<file path="src/rtl/alu_pipe_pkg.sv">
// Shared types and helpers for the pipelined ALU: op codes, FSM states
// and small op-classification functions used by the datapath.
package alu_pipe_pkg;

  typedef enum logic [3:0] {
    OP_ADD   = 4'd0,
    OP_SUB   = 4'd1,
    OP_AND   = 4'd2,
    OP_OR    = 4'd3,
    OP_XOR   = 4'd4,
    OP_NAND  = 4'd5,
    OP_NOR   = 4'd6,
    OP_XNOR  = 4'd7,
    OP_ADC   = 4'd8,
    OP_SBC   = 4'd9,
    OP_SHL   = 4'd10,
    OP_SHR   = 4'd11,
    OP_SRA   = 4'd12,
    OP_MULL  = 4'd13,
    OP_MULH  = 4'd14,
    OP_PASSB = 4'd15
  } op_e;

  typedef enum logic {
    IDLE = 1'b0,
    MUL  = 1'b1
  } state_e;

  // Ops whose carry is written back into the persistent carry flag.
  function automatic logic is_arith(op_e o);
    return (o == OP_ADD) || (o == OP_SUB) || (o == OP_ADC) || (o == OP_SBC);
  endfunction

  // Ops that consume b as a shift amount.
  function automatic logic is_shift(op_e o);
    return (o == OP_SHL) || (o == OP_SHR) || (o == OP_SRA);
  endfunction

  // Ops that run on the iterative multiplier instead of the one-cycle path.
  function automatic logic is_mul(op_e o);
    return (o == OP_MULL) || (o == OP_MULH);
  endfunction

endpackage

</file>
<file path="src/rtl/alu_mul_seq.sv">
// Iterative WIDTH x WIDTH unsigned shift-add multiplier. A start pulse
// latches the operands; WIDTH steps later done rises and product is valid.
// done stays high until the next start so the consumer may stall.
module alu_mul_seq #(
  parameter int WIDTH = 8
) (
  input  logic                 clk,
  input  logic                 rst_n,
  input  logic                 start,
  input  logic [WIDTH-1:0]     a,
  input  logic [WIDTH-1:0]     b,
  output logic                 done,
  output logic [2*WIDTH-1:0]   product
);

  localparam int SHW = $clog2(WIDTH);

  logic [WIDTH-1:0]   mcand;
  // High half accumulates partial sums; low half starts as the multiplier
  // and is shifted out one bit per step as product bits shift in.
  logic [2*WIDTH-1:0] acc;
  logic [SHW-1:0]     count;
  logic               busy;
  logic [WIDTH:0]     sum;

  assign sum     = {1'b0, acc[2*WIDTH-1:WIDTH]} + {1'b0, mcand & {WIDTH{acc[0]}}};
  assign product = acc;

  // Operand latch on start, then one add-and-shift step per cycle.
  always_ff @(posedge clk or negedge rst_n) begin
    if (!rst_n) begin
      mcand <= '0;
      acc   <= '0;
      count <= '0;
      busy  <= 1'b0;
      done  <= 1'b0;
    end else if (start) begin
      mcand <= a;
      acc   <= {{WIDTH{1'b0}}, b};
      count <= '0;
      busy  <= 1'b1;
      done  <= 1'b0;
    end else if (busy) begin
      acc <= {sum, acc[WIDTH-1:1]};
      if (count == SHW'(WIDTH - 1)) begin
        count <= '0;
        busy  <= 1'b0;
        done  <= 1'b1;
      end else begin
        count <= count + 1'b1;
      end
    end
  end

endmodule

</file>
<file path="src/rtl/alu_pipe.sv">
// Handshaked ALU with a registered result, NZCV flags and a persistent
// carry flag for multi-word ADC/SBC chains. Single-cycle ops complete on
// the accepting edge; MULL/MULH run on the iterative multiplier.
//
// Handshake: a transfer happens on any rising edge where valid and ready
// are both high on that side. in_ready is combinational from state,
// out_valid and out_ready; the result register holds while
// out_valid && !out_ready.
module alu_pipe
  import alu_pipe_pkg::*;
#(
  parameter int WIDTH = 8
) (
  input  logic             clk,
  input  logic             rst_n,
  input  logic             in_valid,
  output logic             in_ready,
  input  logic [WIDTH-1:0] a,
  input  logic [WIDTH-1:0] b,
  input  logic [3:0]       op,
  output logic             out_valid,
  input  logic             out_ready,
  output logic [WIDTH-1:0] y,
  output logic             carry,
  output logic             zero,
  output logic             negative,
  output logic             overflow,
  output state_e           fsm_state
);

  localparam int SHW = $clog2(WIDTH);

  state_e             state;
  logic               cflag;
  logic               mul_high;
  op_e                op_in;
  logic               accept;
  logic               out_free;
  logic               mul_start;
  logic               mul_done;
  logic [2*WIDTH-1:0] mul_product;
  logic [SHW-1:0]     shamt;
  logic               cin;
  logic [WIDTH-1:0]   res_y;
  logic               res_c;
  logic               res_v;
  logic [WIDTH-1:0]   mul_y;
  logic               mul_c;

  assign op_in     = op_e'(op);
  assign out_free  = !out_valid || out_ready;
  assign in_ready  = (state == IDLE) && out_free;
  assign accept    = in_valid && in_ready;
  assign mul_start = accept && is_mul(op_in);
  assign fsm_state = state;

  assign shamt = is_shift(op_in) ? b[SHW-1:0] : '0;
  // Only the chaining ops fold the stored carry/borrow back in.
  assign cin   = ((op_in == OP_ADC) || (op_in == OP_SBC)) && cflag;

  assign mul_y = mul_high ? mul_product[2*WIDTH-1:WIDTH] : mul_product[WIDTH-1:0];
  assign mul_c = !mul_high && (|mul_product[2*WIDTH-1:WIDTH]);

  alu_mul_seq #(.WIDTH(WIDTH)) u_mul (
    .clk     (clk),
    .rst_n   (rst_n),
    .start   (mul_start),
    .a       (a),
    .b       (b),
    .done    (mul_done),
    .product (mul_product)
  );

  // One-cycle result and flags for every non-multiply op.
  always_comb begin
    res_y = '0;
    res_c = 1'b0;
    res_v = 1'b0;
    case (op_in)
      OP_ADD, OP_ADC: begin
        {res_c, res_y} = {1'b0, a} + {1'b0, b} + {{WIDTH{1'b0}}, cin};
        res_v = (a[WIDTH-1] == b[WIDTH-1]) && (res_y[WIDTH-1] != a[WIDTH-1]);
      end
      OP_SUB, OP_SBC: begin
        // Top bit of the WIDTH+1 difference is the borrow.
        {res_c, res_y} = {1'b0, a} - {1'b0, b} - {{WIDTH{1'b0}}, cin};
        res_v = (a[WIDTH-1] != b[WIDTH-1]) && (res_y[WIDTH-1] != a[WIDTH-1]);
      end
      OP_AND:   res_y = a & b;
      OP_OR:    res_y = a | b;
      OP_XOR:   res_y = a ^ b;
      OP_NAND:  res_y = ~(a & b);
      OP_NOR:   res_y = ~(a | b);
      OP_XNOR:  res_y = ~(a ^ b);
      // An extra guard bit catches the last bit shifted out; it stays 0
      // for a zero shift amount.
      OP_SHL:   {res_c, res_y} = {1'b0, a} << shamt;
      OP_SHR:   {res_y, res_c} = {a, 1'b0} >> shamt;
      OP_SRA:   {res_y, res_c} = $signed({a, 1'b0}) >>> shamt;
      OP_PASSB: res_y = b;
      default: begin
        res_y = '0;
        res_c = 1'b0;
        res_v = 1'b0;
      end
    endcase
  end

  // Control FSM plus result/flag registers and the persistent carry flag.
  always_ff @(posedge clk or negedge rst_n) begin
    if (!rst_n) begin
      state     <= IDLE;
      out_valid <= 1'b0;
      y         <= '0;
      carry     <= 1'b0;
      zero      <= 1'b0;
      negative  <= 1'b0;
      overflow  <= 1'b0;
      cflag     <= 1'b0;
      mul_high  <= 1'b0;
    end else begin
      if (out_valid && out_ready) begin
        out_valid <= 1'b0;
      end
      case (state)
        IDLE: begin
          if (accept) begin
            if (is_mul(op_in)) begin
              mul_high <= (op_in == OP_MULH);
              state    <= MUL;
            end else begin
              y         <= res_y;
              carry     <= res_c;
              zero      <= (res_y == '0);
              negative  <= res_y[WIDTH-1];
              overflow  <= res_v;
              out_valid <= 1'b1;
              if (is_arith(op_in)) begin
                cflag <= res_c;
              end
            end
          end
        end
        MUL: begin
          // Never overwrite a result the consumer has not taken yet.
          if (mul_done && out_free) begin
            y         <= mul_y;
            carry     <= mul_c;
            zero      <= (mul_y == '0);
            negative  <= mul_y[WIDTH-1];
            overflow  <= 1'b0;
            out_valid <= 1'b1;
            state     <= IDLE;
          end
        end
        default: state <= IDLE;
      endcase
    end
  end

endmodule

</file>
<file path="config.mk">
export PLATFORM = sky130hd
export DESIGN_NAME = alu_pipe
export DESIGN_NICKNAME = d
export VERILOG_FILES = /design/src/rtl/alu_pipe_pkg.sv /design/src/rtl/alu_mul_seq.sv /design/src/rtl/alu_pipe.sv
export SDC_FILE = /design/constraint.sdc
export NUM_CORES = 1
export LEC_CHECK = 0
export ABC_CLOCK_PERIOD_IN_PS = 3480
export CAP_MARGIN = 40
export CORE_ASPECT_RATIO = 0.6
export CORE_MARGIN = 1.5
export CORE_UTILIZATION = 60
export CTS_BUF_LIST = sky130_fd_sc_hd__clkbuf_16
export CTS_CLUSTER_SIZE = 10
export DETAILED_ROUTE_END_ITERATION = 10
export GPL_TIMING_DRIVEN = 0
export HOLD_SLACK_MARGIN = 0.03
export PLACE_DENSITY = 0.8
export SLEW_MARGIN = 20
export SYNTH_ARGS = -nofsm -noshare
export SYNTH_HDL_FRONTEND = slang
export SYNTH_SLANG_ARGS = --single-unit
</file>
<file path="constraint.sdc">
create_clock -name clk -period 3.48 [get_ports clk]
set_clock_uncertainty 0.15 [all_clocks]
set_input_delay 0.522 -clock clk [delete_from_list [all_inputs] [get_ports clk]]
set_output_delay 0.522 -clock clk [all_outputs]
set_load 0.02 [all_outputs]
</file>
==> impl_metrics.ini, run 1 <==
[outcome]
violations = negative setup slack
outcome = complete, but fails checks

[setup_path]
criticalPathCategory = in -> reg
path_max_fanout = 7
cp_cell_sequence = dlygate4sd2_1, inv_2, ha_1, ha_1, o21a_1, o21ai_0, nand2_1, o311a_1, o22ai_1, or3_1, or4_1, o21ai_1
slowest_delay_ps = 460
critPathRequiredTime_ps = 3570
cp_common_cell = ha_1
crit_path_end_kind = flop
cp_top_family = simple AND/OR/NAND/NOR gates
critPathSlowestCell = dlygate4sd2_1
start_kind = primary input
worstPathArrival_ps = 3690
crit_buf_inv = 2

[cts]
insertion_delay_ps = 300
tritoncts = built
clk_path_buf_depth = 2
numCtsBuffers = 5
cts_max_level = 2
clock-root-buffer = clkbuf_16
cts_sinks = 44
path_clk_slew_ps = 70

[synthesis]
async_reset_ff_share_pct = 100.0
synth-compound-area-share_pct = 25.79
yosys-top-cells-count = 71 x nand2_1, 57 x o21ai_0, 49 x nor2_1
syn_nets = 704
yosysTopAreaCellShare_pct = 22.21
synthMuxAreaShare_pct = 8.781
seq_area_frac_synth_pct = 22.21
ys_ff_latch = 44
netlist_instances = 635
netlist_area_sq_um = 4959
synth_adder_area_share_pct = 12.11
synth_top_family_by_area = compound AO/OA/AOI/OAI gates
synth.distinct_cells = 75
synth_edf_count = 0
synthFlopType = dfrtp_1
synth-simple-area-share_pct = 20.84
synth_most_common_cell = nand2_1
synth_top_area_cell = dfrtp_1
synth_area_leaders = dfrtp_1 22%, ha_1 10%, mux2i_1 7.9%, o21ai_0 5.8%, nand2_1 5.4%
ys_warn_count = 0
synth_xor_area_share_pct = 3.356
syn_avg_cell_area_sq_um = 7.809

[floorplan]
start_util_pct = 62.41
io_pins = 39
rows = 25
die_h_um = 73.42
die-width_um = 120.4
coreArea_sq_um = 7945
die_area_sq_um = 8836

[finish]
drive_gt1_share_pct = 12.55
nets = 753
num_antenna_cells = 0
syn_to_final_growth_pct = 18.47
num-fill-cells = 578
layout.cells.non_filler = 793
final_util_pct = 73.94

[routing]
firstDrtPassIters = 7
wire_per_inst_um = 24.05
wl_um = 19080
ant_nets = 0
vias = 5570
drt_first_iter_violations = 818
drc = 0
vias_per_cell = 7.024

[timing]
fin_setup_tns_ps = -128.2
fmax_mhz = 277.1
fin_crit_ps = 3608
rsz0062_at_grt = yes
fin_ws_ps = -128.2
finalHoldViolations = 0
setup_viol = 1
worst_slew_pin_slew_ps = 783.7
slew_headroom_pct = 47.27
post-route-period-util_pct = 103.7
final_max_slew_viol_count = 0

[global_routing]
grt_overflow_total = 0
track_usage_pct = 43.93
grt_antenna_before_repair = 0
grt_pass1_vias = 5124
grt_pass1_wl_um = 28890
grt_max_degree = 33

[hold_path]
hold_class = reg -> reg

[place]
gp_congestion = 1.078
hpwlAfterDp_um = 14220
port_buffers = 35
preCtsSetupSlack_ps = -1484
placed_cells = 779

[pwr]
peakVddDrop_v = 0.0004188
power_density_nw_per_um2 = 529.3
p_leak_uw = 0.002585

[run]
maxCapViolCount = 0
-- cell type report --
type	instances	area, sq um	share of cell area (%)
Tap cell	108	135.1	2.300
Buffer	41	269.0	4.579
Inverter	36	143.9	2.449
Sequential cell	44	1101	18.74
Clock buffer	5	125.1	2.130
Multi-Input combinational cell	512	3659	62.28
Clock inverter	3	23.77	0.4047
Timing Repair Buffer	44	417.9	7.114
-- worst paths after layout --
kind                                             from                            end  slack, ps  cells after the start
max                                              a[5]               zero$_DFFE_PN0P_       -130                     12
min                        u_mul.mcand[4]$_DFFE_PN0P_     u_mul.mcand[4]$_DFFE_PN0P_        330                      2
max reg2reg                         cflag$_DFFE_PN0P_               zero$_DFFE_PN0P_         70                     13
min reg2reg                u_mul.mcand[4]$_DFFE_PN0P_     u_mul.mcand[4]$_DFFE_PN0P_        330                      2
max in group asynchronous                       rst_n  u_mul.product[12]$_DFFE_PN0P_       2200                      3
min in group asynchronous                       rst_n               y[4]$_DFFE_PN0P_        490                      2
-- state kept, by name, summed over array words and instances, names as in the netlist --
register       cells
u_mul.count        3
u_mul.product     16
fsm_state          1
u_mul.mcand        8
u_mul.done         1
y                  8
u_mul.busy         1
zero               1
out_valid          1
overflow           1
cflag              1
mul_high           1
carry              1
-- stage by stage --
step	hold WS [ps]	area, sq um	total power [uW]
5_1_grt	365.8	5874	3270
2_1_floorplan	76.41	4990	1934
4_1_cts	332.4	5803	3013
3_3_place_gp	315.4	5475	2381
6_report	329.3	5874	3110
3_5_place_dp	274.7	5490	2487
-- tightest hold or removal path, cell delays in order (launching register included) --
cell and delay, ps:
dfrtp_1 340, nand2_1 40, o21ai_0 60
-- cells by family after synthesis --
group / after synthesis
AND/OR/NAND/NOR: 212
AO/OA/AOI/OAI: 193
buffers and inverters: 79
adder cells (fa/ha/maj): 45
flip-flops: 44
multiplexers: 43
XOR/XNOR: 19
-- layer usage --
layer	routed length, um	track usage (%)
met4	583	12.42
met5	0	0
met1	7975	61.33
met2	7308	60.04
met3	3207	20.89
-- cells in the final DEF (no fill, tap or decap), types with 5 or more instances in the layout --
| cell type | netlist | routed |
|---|---|---|
| ha_1 | 40 | 31 |
| o21a_1 | 5 | 5 |
| ha_4 | 0 | 5 |
| dlygate4sd2_1 | 0 | 7 |
| clkbuf_16 | 0 | 5 |
| a21oi_1 | 38 | 37 |
| nand3_1 | 11 | 11 |
| a31oi_1 | 8 | 8 |
| clkdlybuf4s50_1 | 0 | 23 |
| nand2b_1 | 11 | 11 |
| mux2i_1 | 39 | 39 |
| xnor2_1 | 13 | 11 |
| inv_1 | 35 | 30 |
| clkbuf_1 | 23 | 18 |
| buf_2 | 13 | 11 |
| or3_1 | 6 | 5 |
| a22oi_1 | 9 | 8 |
| dfrtp_1 | 44 | 44 |
| nand2_1 | 71 | 70 |
| nor3_1 | 17 | 17 |
| nor2_1 | 49 | 49 |
| o21ai_0 | 57 | 55 |
| nor4_1 | 6 | 6 |
| and2_1 | 10 | 10 |
| buf_4 | 2 | 9 |
| a211oi_1 | 9 | 8 |
| a21o_1 | 7 | 7 |
| xor2_1 | 6 | 6 |
| nor2b_1 | 9 | 8 |
| o211ai_1 | 8 | 8 |
-- power by group --
group          switching, uW  internal [uW]
clock                    224            267
combinational            958            709
sequential               216            735
-- what timing repair did --
action | in CTS | in global routing
resized for setup | 59 | 12
hold endpoints to repair | 12 | 0
pin swaps | 10 | 2
buffers inserted | 6 | 0
hold buffers | 1 | 0
setup endpoints to repair | 12 | 3
(Power assumes the default switching activity.)
==> run 2, diff against run 1 <==
- CAP_MARGIN: 40 -> 20
==> run 2 against run 1 <==
Compared with the run above:
- the run still ends with negative setup slack left
- utilization down 0.063 points
- non-clock buffer count shrank 1
- critical path depth unchanged
- setup slack got worse by 0.87 ps
- first-iteration DRC count is 4.2% higher
- final cell count fell by 0.13%
- clock power increased by 0.8%
- cell area about the same
- sequential share of layout area barely moved
- critical path type unchanged
==> impl_metrics.ini, run 2 (synthesized netlist as in run 1, its figures left out) <==
[global_routing]
grt_max_degree = 33
grt_overflow_total = 0
grt_pass1_vias = 5124
grt_antenna_before_repair = 0
grt_pass1_wl_um = 28890
track_usage_pct = 43.93

[routing]
wl_um = 19130
vias_per_cell = 7.054
vias = 5587
wire_per_inst_um = 24.15
drt_first_iter_violations = 852
ant_nets = 0
firstDrtPassIters = 8
drc = 0

[cts]
clock-root-buffer = clkbuf_16
insertion_delay_ps = 310
numCtsBuffers = 5
tritoncts = built
cts_sinks = 44
path_clk_slew_ps = 70
cts_max_level = 2
clk_path_buf_depth = 2

[setup_path]
crit_path_end_kind = flop
regToRegEndpoint = zero$_DFFE_PN0P_
criticalPathCategory = in -> reg
critPathRequiredTime_ps = 3570
path_max_fanout = 7
rrSetupSlack_ps = 60
reg2reg_from = cflag$_DFFE_PN0P_
worstPathArrival_ps = 3700
start_kind = primary input
ff2ff_path_depth = 13
startpoint = a[5]

[hold_path]
worstHoldPathCells = 2
min-delay-start = u_mul.mcand[4]$_DFFE_PN0P_
min_to = u_mul.mcand[4]$_DFFE_PN0P_
hold_class = reg -> reg

[timing]
fin_ws_ps = -129.1
worst_slew_pin_slew_ps = 890.2
fin_crit_ps = 3609
fmax_mhz = 277.1
slew_headroom_pct = 40.20
post-route-period-util_pct = 103.7
final_max_slew_viol_count = 0
rsz0062_at_grt = yes
finalHoldViolations = 0
setup_viol = 1

[finish]
layout.cells.non_filler = 792
final_cell_mix = 70 x nand2_1, 55 x o21ai_0, 49 x nor2_1
num-fill-cells = 579
regArea_sq_um = 1101
final_common_cell = nand2_1
final_design_area_no_fill_sq_um = 5869
multiInputGateArea_sq_um = 3659
nets = 752
drive_gt1_share_pct = 12.43
largest_register_ffs = 16
num_antenna_cells = 0
syn_to_final_growth_pct = 18.37

[outcome]
outcome = complete, but fails checks
violations = negative setup slack

[floorplan]
die_h_um = 73.42
die_area_sq_um = 8836
rows = 25
coreArea_sq_um = 7945
io_pins = 39
start_util_pct = 62.41
die-width_um = 120.4

[run]
maxCapViolCount = 0

[place]
placed_cells = 779
hpwlAfterDp_um = 14220
port_buffers = 35
post_dp_cell_area_sq_um = 5490
gp_congestion = 1.078

[pwr]
peakVddDrop_v = 0.0004181
p_leak_uw = 0.002580
power_density_nw_per_um2 = 530.5
-- run 2: changes by cell type in the layout (fill, tap and decap cells not counted), sizes merged --
cell  change
buf       -1
-- run 2: routing by layer --
layer / routed length (um) / GRT usage [%] / share of wire [%] / vias up
met1: 7969 / 61.33 / 42 / 2654
met3: 3218 / 20.89 / 17 / 80
li1: - / - / - / 2387
met4: 602 / 12.42 / 3.1 / 0
met5: 0 / 0 / 0 / -
met2: 7339 / 60.04 / 38 / 466
-- run 2: how the worst max path moves through the flow --
| stage | to | cells past startpoint |
|---|---|---|
| after floorplan | zero$_DFFE_PN0P_ | 17 |
| after global placement | zero$_DFFE_PN0P_ | 12 |
| after detailed placement | zero$_DFFE_PN0P_ | 12 |
| after CTS | zero$_DFFE_PN0P_ | 15 |
| after global routing | zero$_DFFE_PN0P_ | 15 |
| final | zero$_DFFE_PN0P_ | 12 |
-- run 2: timing repair --
action / CTS / global route
hold buffers: 1 / 0
pin swaps: 10 / 2
endpoints found under the hold margin: 12 / 0
buffers inserted: 6 / 0
endpoints found under the setup margin: 12 / 3
gates resized for setup: 59 / 12
-- run 2: layout make-up --
class	instances	area share, %
plain buffers	41	4.583
clock buffers	5	2.132
clock inverters	3	0.4050
inverters	36	2.452
multi-input cells	512	62.33
flip-flops and latches	44	18.76
well taps	108	2.302
repair buffers	43	7.035
-- run 2: power by group --
group / switching (uW) / internal [uW]
Combinational: 959 / 710
Clock: 228 / 268
Sequential: 215 / 735
-- run 2: through the flow --
| step | hold WS, ps | total power (uW) | utilization, % | setup TNS (ps) | setup WS [ps] |
|---|---|---|---|---|---|
| after floorplan | 76.41 | 1934 | - | -262.6 | -262.6 |
| after global placement | 315.4 | 2381 | 68.91 | -9960 | -1400 |
| after detailed placement | 274.7 | 2487 | 69.10 | -10620 | -1484 |
| after CTS | 332.4 | 3013 | 73.04 | 0 | 14.49 |
| after global routing | 365.8 | 3266 | 73.87 | -162.6 | -162.6 |
| final | 331.6 | 3113 | 73.87 | -129.1 | -129.1 |
-- run 2: worst max-delay path, stage by stage --
cell           delay, ps
dlygate4sd2_1        460
inv_2                200
ha_1                 380
ha_1                 430
o21a_1               190
o21ai_0               80
nand2_1               70
o311a_1              250
o22ai_1              130
or3_1                440
or4_1                420
o21ai_1              120
==> run 3, diff against run 2 <==
- ABC_AREA: not set -> 1
==> run 3 against run 2 <==
Compared with the run above:
- the run now ends clean
- synthesized cell count up 15%
- hold slack better by 4.9 ps
- synthesized area down 6.9%
- flip-flop and latch count unchanged
==> impl_metrics.ini, run 3 <==
[synthesis]
synth_xor_area_share_pct = 0.7592
ys_warn_count = 0
synth_most_common_cell = nand2_1
netlist_area_sq_um = 4614
synth_adder_area_share_pct = 13.02
ys_ff_latch = 44
netlist_instances = 730
synth-compound-area-share_pct = 14.24
synth_area_leaders = dfrtp_1 24%, nand2_1 18%, ha_1 11%, nand3_1 8.6%, inv_1 8.0%
synth.distinct_cells = 38
yosys-top-cells-count = 216 x nand2_1, 98 x inv_1, 79 x nand3_1
yosysTopAreaCellShare_pct = 23.86
seq_area_frac_synth_pct = 23.86
synthMuxAreaShare_pct = 0
synth_top_family_by_area = simple AND/OR/NAND/NOR gates
async_reset_ff_share_pct = 100.0
synth_top_area_cell = dfrtp_1
syn_nets = 799
synthFlopType = dfrtp_1
syn_avg_cell_area_sq_um = 6.321
synth-simple-area-share_pct = 37.53
synth_edf_count = 0

[routing]
wl_um = 15900
wire_per_inst_um = 17.83
drt_first_iter_violations = 852
ant_nets = 0
firstDrtPassIters = 7
vias_per_cell = 6.169
drc = 0
vias = 5503

[finish]
regArea_sq_um = 1101
layout.cells.non_filler = 892
final_cell_mix = 216 x nand2_1, 94 x inv_1, 78 x nand3_1
final_common_cell = nand2_1
nets = 857
num-fill-cells = 616
multiInputGateArea_sq_um = 3053
drive_gt1_share_pct = 8.122
largest_register_ffs = 16
syn_to_final_growth_pct = 17.11
num_antenna_cells = 0

[pwr]
p_leak_uw = 0.002864
power_density_nw_per_um2 = 504.2
swShare_pct = 45.42
peakVddDrop_v = 0.0005209
comb_power_share_pct = 52.6
pwr-share-seq_pct = 30.9
power.switching_uw = 1237
intPower_uw = 1487
p_clk_share_pct = 16.5

[setup_path]
critPathRequiredTime_ps = 3550
criticalPathCategory = in -> reg
ff2ff_path_depth = 15
rrSetupSlack_ps = 500
crit_path_end_kind = flop
startpoint = a[7]
path_max_fanout = 8
reg2reg_from = cflag$_DFFE_PN0P_
regToRegEndpoint = zero$_DFFE_PN0P_
worstPathArrival_ps = 3370
endpoint = zero$_DFFE_PN0P_
start_kind = primary input

[place]
hpwlAfterDp_um = 12350
preCtsSetupSlack_ps = -938.5
port_buffers = 38
gp_congestion = 1.025
placed_cells = 873

[hold_path]
min-delay-start = y[2]$_DFFE_PN0P_
hold_class = reg -> reg

[cts]
path_clk_slew_ps = 60
clock-root-buffer = clkbuf_16
tritoncts = built
cts_max_level = 2
numCtsBuffers = 5
insertion_delay_ps = 290
clk_path_buf_depth = 2
cts_sinks = 44

[timing]
fin_crit_ps = 3302
slew_headroom_pct = 49.73
final_max_slew_viol_count = 0
setup_viol = 0
fmax_mhz = 302.9
fin_setup_tns_ps = 0
worst_slew_pin_slew_ps = 751.3
fin_ws_ps = 178.3
post-route-period-util_pct = 94.88
finalHoldViolations = 0
hold_ws_ps = 336.5

[global_routing]
grt_max_degree = 34
track_usage_pct = 39.84
grt_pass1_vias = 4871
grt_pass1_wl_um = 24690
grt_overflow_total = 0
grt_antenna_before_repair = 0

[run]
maxCapViolCount = 0

[floorplan]
start_util_pct = 62.72
coreArea_sq_um = 7357
die_area_sq_um = 8243
rows = 24
io_pins = 39
die_h_um = 70.93
die-width_um = 116.2

[outcome]
outcome = finished, final reports clean
-- run 3: cell types whose count changed in the layout (fill, tap and decap cells not counted), sizes merged, moves of 17 or more --
cell | previous run | this run
nor3 | 17 | 0
nand2 | 73 | 224
inv | 34 | 101
nor2 | 50 | 68
mux2i | 39 | 0
nand3 | 11 | 80
-- run 3: kinds of logic after synthesis --
kind of cell               Yosys count
and+or+nand+nor                    402
buffers and inverters              121
AOI/OAI and AO/OA                  114
adders and majority gates           45
DFF                                 44
xor gates and xnor gates             4
-- run 3: metal layers --
metal  up-vias  global-route usage [%]  share of wire [%]
li1       2514                       -                  -
met1      2500                   57.31                 42
met2       432                   56.99                 40
met3        57                   14.48                 16
met4         0                   9.756                2.7
met5         -                       0                  0
-- run 3: power groups by stage --
stage          Clock [uW]  Combinational, uW  Sequential [uW]
2_1_floorplan           0                803              879
3_3_place_gp            0               1290              825
3_5_place_dp            0               1360              838
4_1_cts               447               1370              832
5_1_grt               471               1570              858
6_report              449               1430              841
-- run 3: worst min-delay path by stage --
stage,cells past startpoint,slack [ps],end
detailed placement,1,270,y[4]$_DFFE_PN0P_
floorplan,0,80,carry$_DFFE_PN0P_
global placement,2,310,y[5]$_DFFE_PN0P_
global route,2,370,y[4]$_DFFE_PN0P_
finish,2,340,y[2]$_DFFE_PN0P_
CTS,2,330,y[4]$_DFFE_PN0P_
-- run 3: what timing repair did --
action	in CTS	in global routing
hold endpoints to repair	11	0
hold buffers	1	0
endpoints found under the setup margin	11	9
resized for setup	12	31
pin swaps	0	4
setup buffers	0	11
-- run 3: worst max-delay path: stages --
cell and delay (ps):
clkdlybuf4s50_1 820, clkinvlp_4 290, ha_1 410, ha_1 340
nand3b_1 200, nand3_1 210, nand4_1 160, nor2_1 110
nand2_1 50, nor2_1 100, nor2_1 50, nor2_1 90
-- run 3: per-stage QoR --
stage	area [sq um]	util, %	power (uW)
2_1_floorplan	4614	-	1683
3_3_place_gp	5125	69.66	2120
3_5_place_dp	5140	69.86	2197
4_1_cts	5290	71.90	2652
5_1_grt	5404	73.45	2898
6_report	5404	73.45	2724
-- run 3: layout make-up --
type	instances	share of cell area (%)
sequential	44	20.38
buffer	18	1.945
clock buffer	5	2.315
timing repair buffer	51	8.984
tap	104	2.408
clock inverter	2	0.1389
multi-input combinational	565	56.49
inverter	103	7.340
